$ cat config.mk
export PLATFORM = sky130hd
export DESIGN_NAME = alu_sequencer
export DESIGN_NICKNAME = d
export VERILOG_FILES = /design/src/rtl/alu_sequencer.sv
export SDC_FILE = /design/constraint.sdc
export NUM_CORES = 1
export LEC_CHECK = 0
export ABC_CLOCK_PERIOD_IN_PS = 3950
export CORE_ASPECT_RATIO = 0.5
export CORE_MARGIN = 1.5
export CORE_UTILIZATION = 45
export CTS_CLUSTER_SIZE = 12
export DETAILED_ROUTE_END_ITERATION = 10
export GPL_TIMING_DRIVEN = 0
export PLACE_DENSITY = 0.8
export SKIP_LAST_GASP = 1
export SYNTH_ARGS = -nofsm -noshare
export SYNTH_HDL_FRONTEND = slang
export SYNTH_SLANG_ARGS = --single-unit
$ cat constraint.sdc
create_clock -name clk -period 3.95 [get_ports clk]
set_clock_uncertainty 0.2 [all_clocks]
set_input_delay 1.185 -clock clk [delete_from_list [all_inputs] [get_ports clk]]
set_output_delay 1.185 -clock clk [all_outputs]
set_load 0.01 [all_outputs]
$ cat src/rtl/alu_sequencer.sv
// ALU operation sequencer: issues one ALU operation per accepted request, applies BCD
// nibble correction for decimal ADC/SBC and returns the result with N/Z/C/V flags.
module alu_sequencer (
    input  logic       clk,
    input  logic       rst,
    input  logic       req_valid,
    output logic       req_ready,
    input  logic [3:0] req_op,
    input  logic [7:0] req_a,
    input  logic [7:0] req_b,
    input  logic       req_c,
    input  logic       req_v,
    input  logic       req_d,
    output logic [7:0] alu_a,
    output logic [7:0] alu_b,
    output logic       alu_addc,
    output logic       alu_daa,
    output logic       alu_sums,
    output logic       alu_ands,
    output logic       alu_ors,
    output logic       alu_eors,
    output logic       alu_srs,
    input  logic [7:0] alu_out,
    input  logic       alu_acr,
    input  logic       alu_hc,
    input  logic       alu_avr,
    output logic       resp_valid,
    output logic [7:0] resp_result,
    output logic       resp_n,
    output logic       resp_z,
    output logic       resp_c,
    output logic       resp_v,
    output logic       resp_err
);

    // state | meaning
    // IDLE  | waiting for a request; req_ready high
    // EXEC  | alu inputs driven; alu result captured at the end of the cycle
    // DCORR | BCD nibble correction of the captured result (decimal ADC/SBC)
    // DONE  | resp_valid pulse with result and flags
    typedef enum logic [1:0] {
        S_IDLE  = 2'd0,
        S_EXEC  = 2'd1,
        S_DCORR = 2'd2,
        S_DONE  = 2'd3
    } state_t;

    localparam logic [3:0] OP_ADC = 4'h0;
    localparam logic [3:0] OP_SBC = 4'h1;
    localparam logic [3:0] OP_AND = 4'h2;
    localparam logic [3:0] OP_ORA = 4'h3;
    localparam logic [3:0] OP_EOR = 4'h4;
    localparam logic [3:0] OP_ASL = 4'h5;
    localparam logic [3:0] OP_LSR = 4'h6;
    localparam logic [3:0] OP_ROL = 4'h7;
    localparam logic [3:0] OP_ROR = 4'h8;
    localparam logic [3:0] OP_CMP = 4'h9;
    localparam logic [3:0] OP_INC = 4'hA;
    localparam logic [3:0] OP_DEC = 4'hB;

    state_t     state;
    state_t     next_state;
    logic       accept;
    logic       dec_op;

    logic [3:0] op_q;
    logic       c_q;
    logic       v_q;
    logic       d_q;
    logic [7:0] r_q;
    logic       hc_q;
    logic       cy_q;
    logic       ov_q;

    logic       legal;
    logic [7:0] drv_a;
    logic [7:0] drv_b;
    logic       drv_addc;
    logic       drv_daa;
    logic [4:0] drv_sel;

    logic [7:0] fin_res;
    logic       fin_cy;
    logic       fin_ov;
    logic       fin_c;
    logic       fin_v;
    logic [3:0] lo_nib;
    logic [3:0] hi_nib;
    logic       uses_cy;
    logic       uses_ov;

    assign dec_op = d_q && ((op_q == OP_ADC) || (op_q == OP_SBC));

    always_ff @(posedge clk) begin
        if (rst) begin
            state <= S_IDLE;
        end else begin
            state <= next_state;
        end
    end

    always_comb begin
        next_state = state;
        req_ready  = 1'b0;
        accept     = 1'b0;
        case (state)
            S_IDLE: begin
                req_ready = 1'b1;
                if (req_valid) begin
                    accept     = 1'b1;
                    next_state = legal ? S_EXEC : S_DONE;
                end
            end
            S_EXEC:  next_state = dec_op ? S_DCORR : S_DONE;
            S_DCORR: next_state = S_DONE;
            S_DONE:  next_state = S_IDLE;
            default: next_state = S_IDLE;
        endcase
    end

    // Request decode into alu drive values; drv_sel = {sums, ands, ors, eors, srs}.
    always_comb begin
        legal    = 1'b1;
        drv_a    = req_a;
        drv_b    = req_b;
        drv_addc = 1'b0;
        drv_daa  = 1'b0;
        drv_sel  = 5'b00000;
        case (req_op)
            OP_ADC: begin
                drv_addc = req_c;
                drv_daa  = req_d;
                drv_sel  = 5'b10000;
            end
            OP_SBC: begin
                drv_b    = ~req_b;
                drv_addc = req_c;
                drv_sel  = 5'b10000;
            end
            OP_AND: drv_sel = 5'b01000;
            OP_ORA: drv_sel = 5'b00100;
            OP_EOR: drv_sel = 5'b00010;
            OP_ASL: begin
                drv_b   = req_a;
                drv_sel = 5'b10000;
            end
            OP_ROL: begin
                drv_b    = req_a;
                drv_addc = req_c;
                drv_sel  = 5'b10000;
            end
            OP_LSR: begin
                drv_b   = 8'h00;
                drv_sel = 5'b00001;
            end
            OP_ROR: begin
                drv_b    = 8'h00;
                drv_addc = req_c;
                drv_sel  = 5'b00001;
            end
            OP_CMP: begin
                drv_b    = ~req_b;
                drv_addc = 1'b1;
                drv_sel  = 5'b10000;
            end
            OP_INC: begin
                drv_b    = 8'h00;
                drv_addc = 1'b1;
                drv_sel  = 5'b10000;
            end
            OP_DEC: begin
                drv_b   = 8'hFF;
                drv_sel = 5'b10000;
            end
            default: begin
                legal = 1'b0;
                drv_a = 8'h00;
                drv_b = 8'h00;
            end
        endcase
    end

    // In EXEC the result comes straight from the alu; in DCORR from the captured copy,
    // corrected per nibble with no carry between nibbles.
    always_comb begin
        lo_nib  = r_q[3:0];
        hi_nib  = r_q[7:4];
        fin_res = r_q;
        fin_cy  = cy_q;
        fin_ov  = ov_q;
        if (state == S_EXEC) begin
            fin_res = alu_out;
            fin_cy  = alu_acr;
            fin_ov  = alu_avr;
        end else begin
            if (op_q == OP_ADC) begin
                if (hc_q) lo_nib = lo_nib + 4'd6;
                if (cy_q) hi_nib = hi_nib + 4'd6;
            end else begin
                if (!hc_q) lo_nib = lo_nib - 4'd6;
                if (!cy_q) hi_nib = hi_nib - 4'd6;
            end
            fin_res = {hi_nib, lo_nib};
        end
    end

    always_comb begin
        uses_cy = 1'b0;
        uses_ov = 1'b0;
        case (op_q)
            OP_ADC, OP_SBC: begin
                uses_cy = 1'b1;
                uses_ov = 1'b1;
            end
            OP_CMP, OP_ASL, OP_ROL, OP_LSR, OP_ROR: uses_cy = 1'b1;
            default: begin
                uses_cy = 1'b0;
                uses_ov = 1'b0;
            end
        endcase
        fin_c = uses_cy ? fin_cy : c_q;
        fin_v = uses_ov ? fin_ov : v_q;
    end

    always_ff @(posedge clk) begin
        if (rst) begin
            op_q        <= 4'h0;
            c_q         <= 1'b0;
            v_q         <= 1'b0;
            d_q         <= 1'b0;
            r_q         <= 8'h00;
            hc_q        <= 1'b0;
            cy_q        <= 1'b0;
            ov_q        <= 1'b0;
            alu_a       <= 8'h00;
            alu_b       <= 8'h00;
            alu_addc    <= 1'b0;
            alu_daa     <= 1'b0;
            alu_sums    <= 1'b0;
            alu_ands    <= 1'b0;
            alu_ors     <= 1'b0;
            alu_eors    <= 1'b0;
            alu_srs     <= 1'b0;
            resp_valid  <= 1'b0;
            resp_result <= 8'h00;
            resp_n      <= 1'b0;
            resp_z      <= 1'b0;
            resp_c      <= 1'b0;
            resp_v      <= 1'b0;
            resp_err    <= 1'b0;
        end else begin
            resp_valid <= 1'b0;
            if (accept) begin
                op_q     <= req_op;
                c_q      <= req_c;
                v_q      <= req_v;
                d_q      <= req_d;
                alu_a    <= drv_a;
                alu_b    <= drv_b;
                alu_addc <= drv_addc;
                alu_daa  <= drv_daa;
                {alu_sums, alu_ands, alu_ors, alu_eors, alu_srs} <= drv_sel;
                if (!legal) begin
                    resp_valid  <= 1'b1;
                    resp_err    <= 1'b1;
                    resp_result <= req_a;
                    resp_n      <= req_a[7];
                    resp_z      <= (req_a == 8'h00);
                    resp_c      <= req_c;
                    resp_v      <= req_v;
                end
            end
            if (state == S_EXEC) begin
                r_q      <= alu_out;
                hc_q     <= alu_hc;
                cy_q     <= alu_acr;
                ov_q     <= alu_avr;
                alu_a    <= 8'h00;
                alu_b    <= 8'h00;
                alu_addc <= 1'b0;
                alu_daa  <= 1'b0;
                {alu_sums, alu_ands, alu_ors, alu_eors, alu_srs} <= 5'b00000;
            end
            if (((state == S_EXEC) && !dec_op) || (state == S_DCORR)) begin
                resp_valid  <= 1'b1;
                resp_err    <= 1'b0;
                resp_result <= fin_res;
                resp_n      <= fin_res[7];
                resp_z      <= (fin_res == 8'h00);
                resp_c      <= fin_c;
                resp_v      <= fin_v;
            end
        end
    end

endmodule
# ---- Yosys cells after proc, flatten, opt, wreduce, memory -nomap -nowiden
# Index checks and enable logic that the tools add are counted.
dict set report word_totals {
  reg_bits 57
  input_bits 37
  output_inout_bits 38
}
dict set report classes {
  add_sub_neg 4
  eq_ne 22
  n_mux 44
  bitwise 2
  reduce_logical 25
}
# op n
set op_table {}
lappend op_table {{$mux 8} 5}
lappend op_table {{$pmux 8 s4} 1}
lappend op_table {{$eq 4x3->1 const B} 7}
lappend op_table {{$mux 1} 27}
lappend op_table {{$pmux 5 s5} 1}
lappend op_table {{$eq 4x4->1 const B} 6}
lappend op_table {{$mux 4} 6}
lappend op_table {{$logic_not 8->1} 2}
lappend op_table {{$reduce_or 2->1} 7}
lappend op_table {{$reduce_or 7->1} 2}
lappend op_table {{$reduce_or 12->1} 1}
lappend op_table {{$add 4x3->4 const B} 2}
lappend op_table {{$eq 4x1->1 const B} 2}
lappend op_table {{$eq 4x2->1 const B} 2}
lappend op_table {{$logic_not 4->1} 2}
lappend op_table {{$not 8->8} 1}
lappend op_table {{$pmux 2 s4} 1}
lappend op_table {{$reduce_or 4->1} 2}
lappend op_table {{$sub 4x3->4 const B} 2}
lappend op_table {{$eq 2x2->1 const B} 2}
lappend op_table {{$mux 2} 2}
lappend op_table {{$reduce_and 2->1} 2}
lappend op_table {{$eq 2x1->1 const B} 1}
lappend op_table {{$logic_and 1x1->1} 2}
lappend op_table {{8 further kinds} 9}

# ---- Depth between registers and ports, before layout
# Gate-level depths: netlist of run 1.
dict set report logic_depth {
  depth_word 8
  ltp_mapped 9
  ltp_nobuf 7
}

# ---- Least setup slack after synthesis of run 1
# Ideal clock, no wire load.
dict set report synth_timing {
  path_kind {input -> register}
  from {input req_valid}
  to {register resp_z}
  setup_time_ns 0.084
  arrival_time_ns 2.268
  required_ns 3.666
  slack_ns 1.398
  cell_stages 6
  n_path_buf 1
  path_cell_list {and2_1 -> clkbuf_1 -> and3_1 -> nor2_1 -> or4_1 -> o31ai_2}
}
dict set report synth_via {
  elab_chain_cells 4
}
# item line_no
set synth_rtl {}
lappend synth_rtl {{start: declaration} 6} ;# input logic req_valid,
lappend synth_rtl {{$mux 1} 109} ;# if (req_valid) begin
lappend synth_rtl {{$mux 1} 106} ;# case (state)
lappend synth_rtl {{$reduce_bool 2->1 (no source line)} -}
lappend synth_rtl {{$reduce_and 2->1 (no source line)} -}
lappend synth_rtl {{end signal: assignment} 268} ;# resp_z <= (req_a == 8'h00);
lappend synth_rtl {{end signal: assignment} 289} ;# resp_z <= (fin_res == 8'h00);
lappend synth_rtl {{end: declaration} 30} ;# output logic resp_z,
# No other way between the ends.
# A chain may end at the register's enable or synchronous reset.

# ---- Worst setup path in the final report of run 1
dict set report layout_timing {
  from {input req_valid}
  to {register resp_result[2]}
}
dict set report layout_via {
  elab_chain_cells 4
}
# item line_no
set layout_rtl {}
lappend layout_rtl {{$mux 1} 109}
lappend layout_rtl {{$mux 1} 106}
lappend layout_rtl {{$reduce_bool 2->1 (no source line)} -}
lappend layout_rtl {{$reduce_and 2->1 (no source line)} -}
lappend layout_rtl {{end signal: assignment} 266} ;# resp_result <= req_a;
lappend layout_rtl {{end signal: assignment} 287} ;# resp_result <= fin_res;
lappend layout_rtl {{end: declaration} 28} ;# output logic [7:0] resp_result,
# No other way between the ends.

==> key figures, run 1 <==
Run status
  – Status: complete, no violations

Final layout
  – Commonest non-fill, non-tap cells in the layout: clkdlybuf4s50_1, nand2_1, dfxtp_1
  – Nets: just over 500
  – Synthesis-to-finish area growth: 33.1%
  – Commonest non-fill, non-tap cell in the layout: clkdlybuf4s50_1
  – # diodes: 0
  – Share of layout cells above drive strength 1: 4.94%

Yosys
  – #FFs+latches synth: between 50 and 60
  – Sequential fraction of the synthesis area: a little under two fifths
  – Number of unique standard cell types used by synthesis: between 40 and 50
  – Synth Flop Type: dfxtp_1
  – Asr flop ratio synth: 0%
  – Top cell type's share of synthesized area: a little under two fifths
  – EDFF count, synth: 0
  – Synth Area per Inst: about 7.6 um2
  – Post-Syn Nets: 431
  – Ys Warns: 0
  – Synth Instances: slightly below 400
  – Top cells by area, synth: dfxtp_1, nand2_1, a21oi_1, nor2_1, a22oi_1
  – Post-Syn Area: about 3000 um2
  – Yosys top cell by area: dfxtp_1

Drt
  – Vias: roughly 3000
  – Routed WL: approximately 8300 um
  – DR WL/cell: ~15 um
  – Initial DRC Count: about 240
  – Residual DRC: 0
  – DRT Pass-1 Iters: 5
  – Final ANT Viol Nets: 0
  – Avg Vias per Cell: around 5.4

Critical path
  – Critical Path Source Type: input port
  – CP max stage cell: clkdlybuf4s50_1
  – Worst Path Max Fanout: 10
  – Worst setup EP type: flop
  – Worst-path cell chain: clkdlybuf4s50_1 -> and2_1 -> clkbuf_1 -> nand3_1 -> clkbuf_1 -> nand2_1 -> and3_1 -> a211oi_1
  – Delay-heaviest family, CP: buffers and inverters
  – Worst Path Arrival: slightly above 3 ns
  – Req. time, crit path: ~4 ns
  – WP depth: 8
  – Critical path's largest stage delay: approximately 0.46 ns
  – R2R depth: 8
  – CP most frequent cell: clkbuf_1
  – Kind of critical path: input port to flop
  – CP Buf/Inv Count: 3

Global routing
  – Pin count of the biggest net entering global routing: 18
  – Total global-route track usage: between 20% and 30%
  – Initial antenna violation count: 0
  – Wire length of the first global-routing pass: ~13000 um
  – Grt ovf: 0
  – Vias in the first global route: around 2600

Timing
  – Fin. max-slew vios: 0
  – Slew @ Worst Pin: ~0.76 ns
  – Highest clock rate: roughly 320 MHz
  – Final setup vio count: 0
  – Hold slack: approximately 0.25 ns
  – RSZ-0062 raised after global routing: false
  – Final min period: slightly above 3 ns
  – Final hold vios: 0
  – Setup TNS: 0 ns
  – Slew headroom: around half
  – Final worst-path cycle share: around four fifths

Clock network
  – Hold-fix buffers at CTS: 0
  – PostCTS Resize Cnt: 0
  – Number of H-tree levels: 2
  – CTS Sinks: between 50 and 60
  – Clock buffer depth: 2
  – Post-CTS Setup Bufs: 0
  – Clk root buf: clkbuf_16
  – Clock Pin Slew Worst Setup and Hold Paths: 0.07 ns
  – Total CTS buffers: 5
  – CTS tree: built
  – Skew-Pair Late Insertion Delay: approximately 0.30 ns

Placement
  – Post-DP HPWL: around 6000 um
  – I/O Buffers: 71
  – Placer Congestion: about 0.9

Die
  – Total die area: about 7000 um2
  – Core area: 6180 um2
  – DIE HEIGHT: between 60 and 70 um
  – Row count: 20
  – Io pins: between 70 and 80
  – Initial core utilization: 47.7%
  – Chip width: ~120 um

Min path
  – WHS Path Cells: 2
  – Min-Delay Path Class: flop to flop

Run
  – Max-Cap Viols: 0

Power
  – Maximum vdd drop: 0.240 mV
  – Lkg Pwr: ~1.4 nW
  – Total power: about 2.3 mW
  – Power Dens Cells: 578 nW/um2
cells in the mapped netlist (2+ instances only):
library cell  instances
a211oi_1              7
a21o_1                2
a21oi_1              39
a22oi_1              18
a311oi_1              6
and2_1                2
and3_1                6
buf_1                 2
buf_2                 3
clkbuf_1             25
dfxtp_1              56
ha_1                  7
inv_1                 9
mux2_2                3
mux2i_1               7
nand2_1              67
nand2b_1              2
nand3_1               8
nor2_1               47
nor2b_1               7
nor3_1                6
nor4_1                4
nor4b_1               2
o21ai_0              21
o31a_1                2
or2_2                 3
or4_1                 3
xnor2_1               4
cells by family after synthesis:
family                     count (synthesis)  synth area share, %
and+or+nand+nor                          163                 25.0
AOI/OAI and AO/OA                        103                 21.9
DFF                                       56                 38.1
buffers and inverters                     41                 5.73
muxes                                     11                 4.29
adders and majority gates                  7                 2.97
xor gates and xnor gates                   6                 2.04
per-stage QoR:
stage                     utilization [%]  std cells  area, um2  setup slack, ns
after global routing                 63.4        554       3920            0.621
after CTS                            63.4        554       3920            0.889
final                                63.4        554       3920            0.854
after floorplan                         -        387       2950             1.40
after detailed placement             60.9        546       3770            0.598
after global placement               60.9        546       3770            0.606
report_power, final:
| part | switching, mW | leakage (nW) | internal, mW |
|---|---|---|---|
| Clock | 0.208 | 0.0691 | 0.253 |
| Sequential | 0.0763 | 0.457 | 0.680 |
| Combinational | 0.569 | 0.861 | 0.478 |
| Total | 0.854 | 1.39 | 1.41 |
per-layer routing:
| layer | vias to the layer above | GRT usage [%] | part of all wire [%] | routed length [um] |
|---|---|---|---|---|
| met2 | 110 | 38.0 | 44 | 3680 |
| li1 | 1495 | - | - | - |
| met1 | 1388 | 31.4 | 48 | 4040 |
| met3 | 14 | 4.77 | 5.7 | 475 |
| met4 | 0 | 9.70 | 1.6 | 137 |
| met5 | - | 0 | 0 | 0 |
cell type report:
| cell class | instances | area (um2) |
|---|---|---|
| inverters | 9 | 33.8 |
| well taps | 88 | 110 |
| repair buffers | 71 | 711 |
| flip-flops and latches | 56 | 1120 |
| fillers | 548 | 2260 |
| plain buffers | 32 | 135 |
| multi-input cells | 290 | 1660 |
| clock inverters | 2 | 15.0 |
| clock buffers | 6 | 139 |
sequential cells by signal, indices dropped and copies added (netlist names), 2 cells and up:
name / count
alu_a: 8
r_q: 8
resp_result: 8
state: 2
op_q: 4
alu_b: 8
final timing paths:
path              from              to  slack, ns
min           alu_eors        alu_eors       0.25
max          req_valid  resp_result[2]       0.85
min reg2reg   alu_eors        alu_eors       0.25
max reg2reg   state[1]          resp_z       1.36
worst reg2reg max path: stages (launching register included):
cell,delay [ns]
dfxtp_1,0.33
inv_1,0.08
ha_1,0.31
clkbuf_1,0.47
mux2i_1,0.35
nand3_1,0.10
o21ai_0,0.25
nand4_1,0.16
o31ai_2,0.26
No activity file was read; power rests on OpenSTA's default activity.
==> run 2: changes to the inputs <==
ABC_CLOCK_PERIOD_IN_PS = 2500   (was 3950)
CORE_UTILIZATION = 44   (was 45)
PLACE_DENSITY = 0.82   (was 0.8)
clock period = 2.5 ns   (was 3.95 ns; I/O delays follow)
==> key figures, run 2 (synthesis results as in run 1) <==
Clock network
  – CTS tree: built
  – CTS Sinks: 56 (unchanged)
  – Clk root buf: clkbuf_16
  – Clock buffer depth: 2 (unchanged)
  – Hold-fix buffers at CTS: 0 (unchanged)
  – Number of H-tree levels: 2 (unchanged)
  – Skew-Pair Late Insertion Delay: 0.29 ns (about the same)
  – Total CTS buffers: 5 (unchanged)
  – PostCTS Resize Cnt: 5 (+5)
  – Clock Pin Slew Worst Setup and Hold Paths: 0.07 ns (about the same)
  – Post-CTS Setup Bufs: 0 (unchanged)

Critical path
  – Req. time, crit path: 1.55 ns (-2.41 ns)
  – Delay-heaviest family, CP: buffers and inverters
  – Kind of critical path: flop to output port
  – CP max stage cell: clkdlybuf4s50_1
  – Worst setup EP type: output port
  – Setup slack on the worst flop-to-flop path: 0.20 ns (-1.16 ns)
  – Critical Path Source Type: flop
  – Worst-path cell chain: inv_1 -> ha_4 -> clkdlybuf4s50_1
  – CP Buf/Inv Count: 2 (-1)
  – Worst Path Max Fanout: 7 (-3)
  – Critical path's largest stage delay: 0.54 ns (+0.08 ns)
  – Worst Path Arrival: 1.48 ns (-1.62 ns)

Drt
  – DRT Pass-1 Iters: 4 (-1)
  – Initial DRC Count: 213 (-11%)
  – Routed WL: 8720 um (+4.6%)
  – Final ANT Viol Nets: 0 (unchanged)
  – Avg Vias per Cell: 5.56 (+2.4%)
  – Residual DRC: 0 (unchanged)
  – DR WL/cell: 15.8 um (+4.9%)
  – Vias: 3068 (+2.0%)

Timing
  – Setup TNS: 0 ns (unchanged)
  – RSZ-0062 raised after global routing: true
  – Final worst-path cycle share: 97.1%
  – Final hold vios: 0 (unchanged)
  – Slew headroom: 56.7% (+7.9 points)
  – Highest clock rate: 412 MHz
  – Slew @ Worst Pin: 0.649 ns (-0.112 ns)
  – Final setup vio count: 0 (unchanged)
  – Final min period: roughly 2.4 ns
  – Fin. max-slew vios: 0 (unchanged)

Global routing
  – Initial antenna violation count: 0 (unchanged)
  – Grt ovf: 0 (unchanged)
  – Vias in the first global route: 2767 (+4.7%)
  – Wire length of the first global-routing pass: 13600 um (+5.1%)
  – Total global-route track usage: 23.9% (+0.39 points)
  – Pin count of the biggest net entering global routing: 16 (-2)

Die
  – Core area: 6260 um2 (+1.2%)
  – DIE HEIGHT: 60.9 um (+1.1%)
  – Total die area: 7220 um2 (+2.2%)
  – Io pins: 75 (unchanged)
  – Initial core utilization: 47.1% (-0.57 points)
  – Chip width: 119 um (+1.1%)
  – Row count: 20 (unchanged)

Power
  – Lkg Pwr: 1.42 nW (+2.0%)
  – Maximum vdd drop: 0.384 mV (+60%)
  – Power Dens Cells: 914 nW/um2 (+58%)
  – Total power: 3.60 mW (+59%)

Final layout
  – Share of layout cells above drive strength 1: 6.68% (+1.7 points)
  – Commonest non-fill, non-tap cells in the layout: clkdlybuf4s50_1, nand2_1, dfxtp_1
  – Nets: 508 (-0.20%)
  – Synthesis-to-finish area growth: 33.8%
  – # diodes: 0 (unchanged)
  – Commonest non-fill, non-tap cell in the layout: clkdlybuf4s50_1

Placement
  – Post-DP HPWL: 6280 um (+4.2%)
  – Placer Congestion: 0.902 (+0.36%)
  – I/O Buffers: 71 (unchanged)

Min path
  – Min-Delay Path Class: flop to flop

Run status
  – Status: complete, no violations

Run
  – Max-Cap Viols: 0 (unchanged)
[run 2: changes by cell type in the layout (fill, tap and decap cells not counted), moves of 2 or more]
cell	change
clkbuf_2	+4
clkbuf_1	-3
buf_1	-2
clkinvlp_4	-2
nor4_1	-2
nor4_2	+2
[run 2: final timing paths]
path / startpoint / end / cells past startpoint
setup / recovery: state[0] / req_ready / 3
hold / removal: alu_ors / alu_ors / 2
setup reg to reg: state[1] / resp_z / 8
hold reg to reg: alu_ors / alu_ors / 2
[run 2: metal layers]
layer	global-route usage, %	up-vias	share of wire, %
met3	4.98	17	7.3
met4	7.40	0	1.6
li1	-	1496	-
met1	31.7	1448	44
met5	0	-	0
met2	40.4	107	47
[run 2: worst register-to-register path, delay by kind of cell, from the launching register on]
family / cells / cell delay, ns
AOI/OAI and AO/OA: 2 / 0.42
buffers and inverters: 2 / 0.42
muxes: 1 / 0.34
DFF: 1 / 0.33
adders and majority gates: 1 / 0.28
and+or+nand+nor: 2 / 0.24
[run 2: final cells by class]
type | count | area, um2
Buffer | 31 | 140
Clock buffer | 6 | 129
Clock inverter | 1 | 5.00
Fill cell | 552 | 2320
Inverter | 9 | 33.8
Multi-Input combinational cell | 290 | 1690
Sequential cell | 56 | 1120
Tap cell | 88 | 110
Timing Repair Buffer | 71 | 713
[run 2: report_power, final]
part	internal, mW	switching [mW]	leakage, nW
registers	1.08	0.129	0.457
clock network	0.365	0.301	0.0667
logic	0.788	0.944	0.891
[run 2: metrics by stage]
stage	std cells	hold slack, ns	utilization, %	cell area [um2]	setup WS (ns)
after floorplan	387	0.234	-	2950	0.383
after global placement	546	0.242	60.2	3770	-0.393
after detailed placement	546	0.245	60.2	3770	-0.441
after CTS	552	0.255	62.4	3900	0.00209
after global routing	552	0.268	63.0	3940	-0.00549
final	552	0.253	63.0	3940	0.0720
==> run 3: changes to the inputs <==
CORE_ASPECT_RATIO = 1.25   (was 0.5)
RECOVER_POWER = 50   (was unset)
==> key figures, run 3 (synthesis results as in run 1) <==
Timing
  – Hold slack: 0.253 ns (+0.000216 ns)
  – Fin. max-slew vios: 0 (unchanged)
  – Final hold vios: 0 (unchanged)
  – Final setup vio count: 0 (unchanged)
  – Slew @ Worst Pin: 0.623 ns (-0.0257 ns)
  – Highest clock rate: 418 MHz (+1.4%)
  – RSZ-0062 raised after global routing: true
  – Final worst-path cycle share: 95.8% (-1.3 points)
  – Slew headroom: 58.5% (+1.7 points)
  – Final min period: 2.39 ns (-0.0334 ns)

Critical path
  – Crit. Startpoint: state[1]
  – Req. time, crit path: 2.53 ns (+0.98 ns)
  – Worst setup EP type: flop
  – Critical Path Source Type: flop
  – Worst Path Max Fanout: 10 (+3)
  – Reg-to-Reg Start: state[1]
  – Kind of critical path: flop to flop
  – Worst Path Arrival: 2.43 ns (+0.95 ns)

Die
  – DIE HEIGHT: 94.5 um (+55%)
  – Io pins: 75 (unchanged)
  – Row count: 33 (+65%)
  – Initial core utilization: 45.1% (-1.9 points)
  – Chip width: 76.2 um (-36%)
  – Total die area: 7200 um2 (-0.37%)
  – Core area: 6520 um2 (+4.3%)

Final layout
  – Finished Layout Cells: 552 (unchanged)
  – Synthesis-to-finish area growth: 31.5%
  – Footprint of the multi-input gates: 1670 um2 (-1.0%)
  – Commonest non-fill, non-tap cells in the layout: nand2_1, clkdlybuf4s50_1, dfxtp_1
  – Share of layout cells above drive strength 1: 5.81% (-0.87 points)
  – # fillers: 643 (+16%)
  – Register area: 1120 um2 (unchanged)
  – # diodes: 0 (unchanged)
  – Nets: 508 (unchanged)
  – Commonest non-fill, non-tap cell in the layout: nand2_1

Placement
  – Post-DP HPWL: 6480 um (+3.2%)
  – Placer Congestion: 0.929 (+3.0%)
  – Placed instance count: 545 (-0.18%)
  – I/O Buffers: 71 (unchanged)

Drt
  – Final ANT Viol Nets: 0 (unchanged)
  – DRT Pass-1 Iters: 5 (+1)
  – Initial DRC Count: 171 (-20%)
  – Routed WL: 8420 um (-3.4%)
  – DR WL/cell: 15.3 um (-3.4%)
  – Vias: 3031 (-1.2%)
  – Residual DRC: 0 (unchanged)
  – Avg Vias per Cell: 5.49 (-1.2%)

Power
  – Lkg Pwr: 1.39 nW (-1.6%)
  – Pint: 2.04 mW (-8.6%)
  – Clock share of power: 14.6% (-3.9 points)
  – Switch share: 39.1% (+1.0 points)
  – Sequential power share: 36.0% (+2.6 points)
  – Switch Pwr: 1.31 mW (-4.7%)
  – Combinational power share: 49.4% (+1.3 points)
  – Power Dens Cells: 864 nW/um2 (-5.5%)
  – Total power: 3.35 mW (-7.1%)
  – Maximum vdd drop: 0.369 mV (-3.9%)

Clock network
  – CTS Sinks: 56 (unchanged)
  – Total CTS buffers: 5 (unchanged)
  – Number of H-tree levels: 2 (unchanged)
  – Skew-Pair Late Insertion Delay: 0.31 ns (+0.02 ns)
  – Clock Pin Slew Worst Setup and Hold Paths: 0.10 ns (+0.03 ns)
  – CTS tree: built
  – Clock buffer depth: 2 (unchanged)
  – Clk root buf: clkbuf_8
  – Post-CTS Setup Bufs: 0 (unchanged)

Global routing
  – Pin count of the biggest net entering global routing: 17 (+1)
  – Wire length of the first global-routing pass: 14100 um (+3.6%)
  – Vias in the first global route: 2986 (+7.9%)
  – Grt ovf: 0 (unchanged)
  – Initial antenna violation count: 0 (unchanged)
  – Total global-route track usage: 24.1% (+0.23 points)

Run
  – Max-Cap Viols: 0 (unchanged)

Run status
  – Status: complete, no violations

Min path
  – Worst hold start: alu_daa
  – Min-Delay Path Class: flop to flop
[run 3: path summary, 6_finish.rpt]
| kind | to | slack [ns] | cells past startpoint |
|---|---|---|---|
| worst max register to register | resp_z | 0.11 | 7 |
| worst min-delay path | alu_daa | 0.25 | 2 |
| worst min register to register | alu_daa | 0.25 | 2 |
| worst max-delay path | resp_z | 0.11 | 7 |
[run 3: critical path, cell delays in order (launching register included)]
cell	delay (ns)
dfxtp_1	0.37
inv_1	0.07
ha_1	0.27
clkbuf_4	0.24
clkbuf_1	0.31
o31ai_2	0.44
nand4_1	0.18
o31ai_2	0.24
[run 3: layout make-up]
class / instances / area share, %
Buffer: 31 / 3.62
Sequential cell: 56 / 29.0
Clock buffer: 7 / 1.97
Inverter: 9 / 0.872
Multi-Input combinational cell: 290 / 43.1
Timing Repair Buffer: 71 / 18.4
Clock inverter: 1 / 0.226
Tap cell: 87 / 2.81
[run 3: power by group through the flow]
stage	Sequential [mW]	Clock [mW]	Combinational [mW]
finish	1.20	0.488	1.65
CTS	1.20	0.499	1.64
global route	1.23	0.539	1.82
floorplan	1.24	0	1.04
detailed placement	1.22	0	1.63
global placement	1.21	0	1.60
[run 3: what timing repair did]
| item | CTS | global route |
|---|---|---|
| hold buffers | 0 | 0 |
| setup endpoints to repair | 9 | 8 |
| resized for setup | 5 | 8 |
[run 3: stage by stage]
stage	TNS (ns)	instance area, um2	setup WS [ns]	utilization (%)
floorplan	0	2950	0.383	-
global placement	-7.25	3760	-0.421	57.7
detailed placement	-7.65	3760	-0.420	57.7
CTS	0	3850	0.0156	59.1
global route	-0.0766	3870	-0.0560	59.4
finish	0	3870	0.105	59.4
[run 3: layer usage]
metal  track usage [%]  wire length, um  vias to the layer above
met5                 0                0                        -
met2              45.7             4350                      107
li1                  -                -                     1494
met3              3.19              396                       14
met1              27.5             3540                     1416
met4              9.57              138                        0
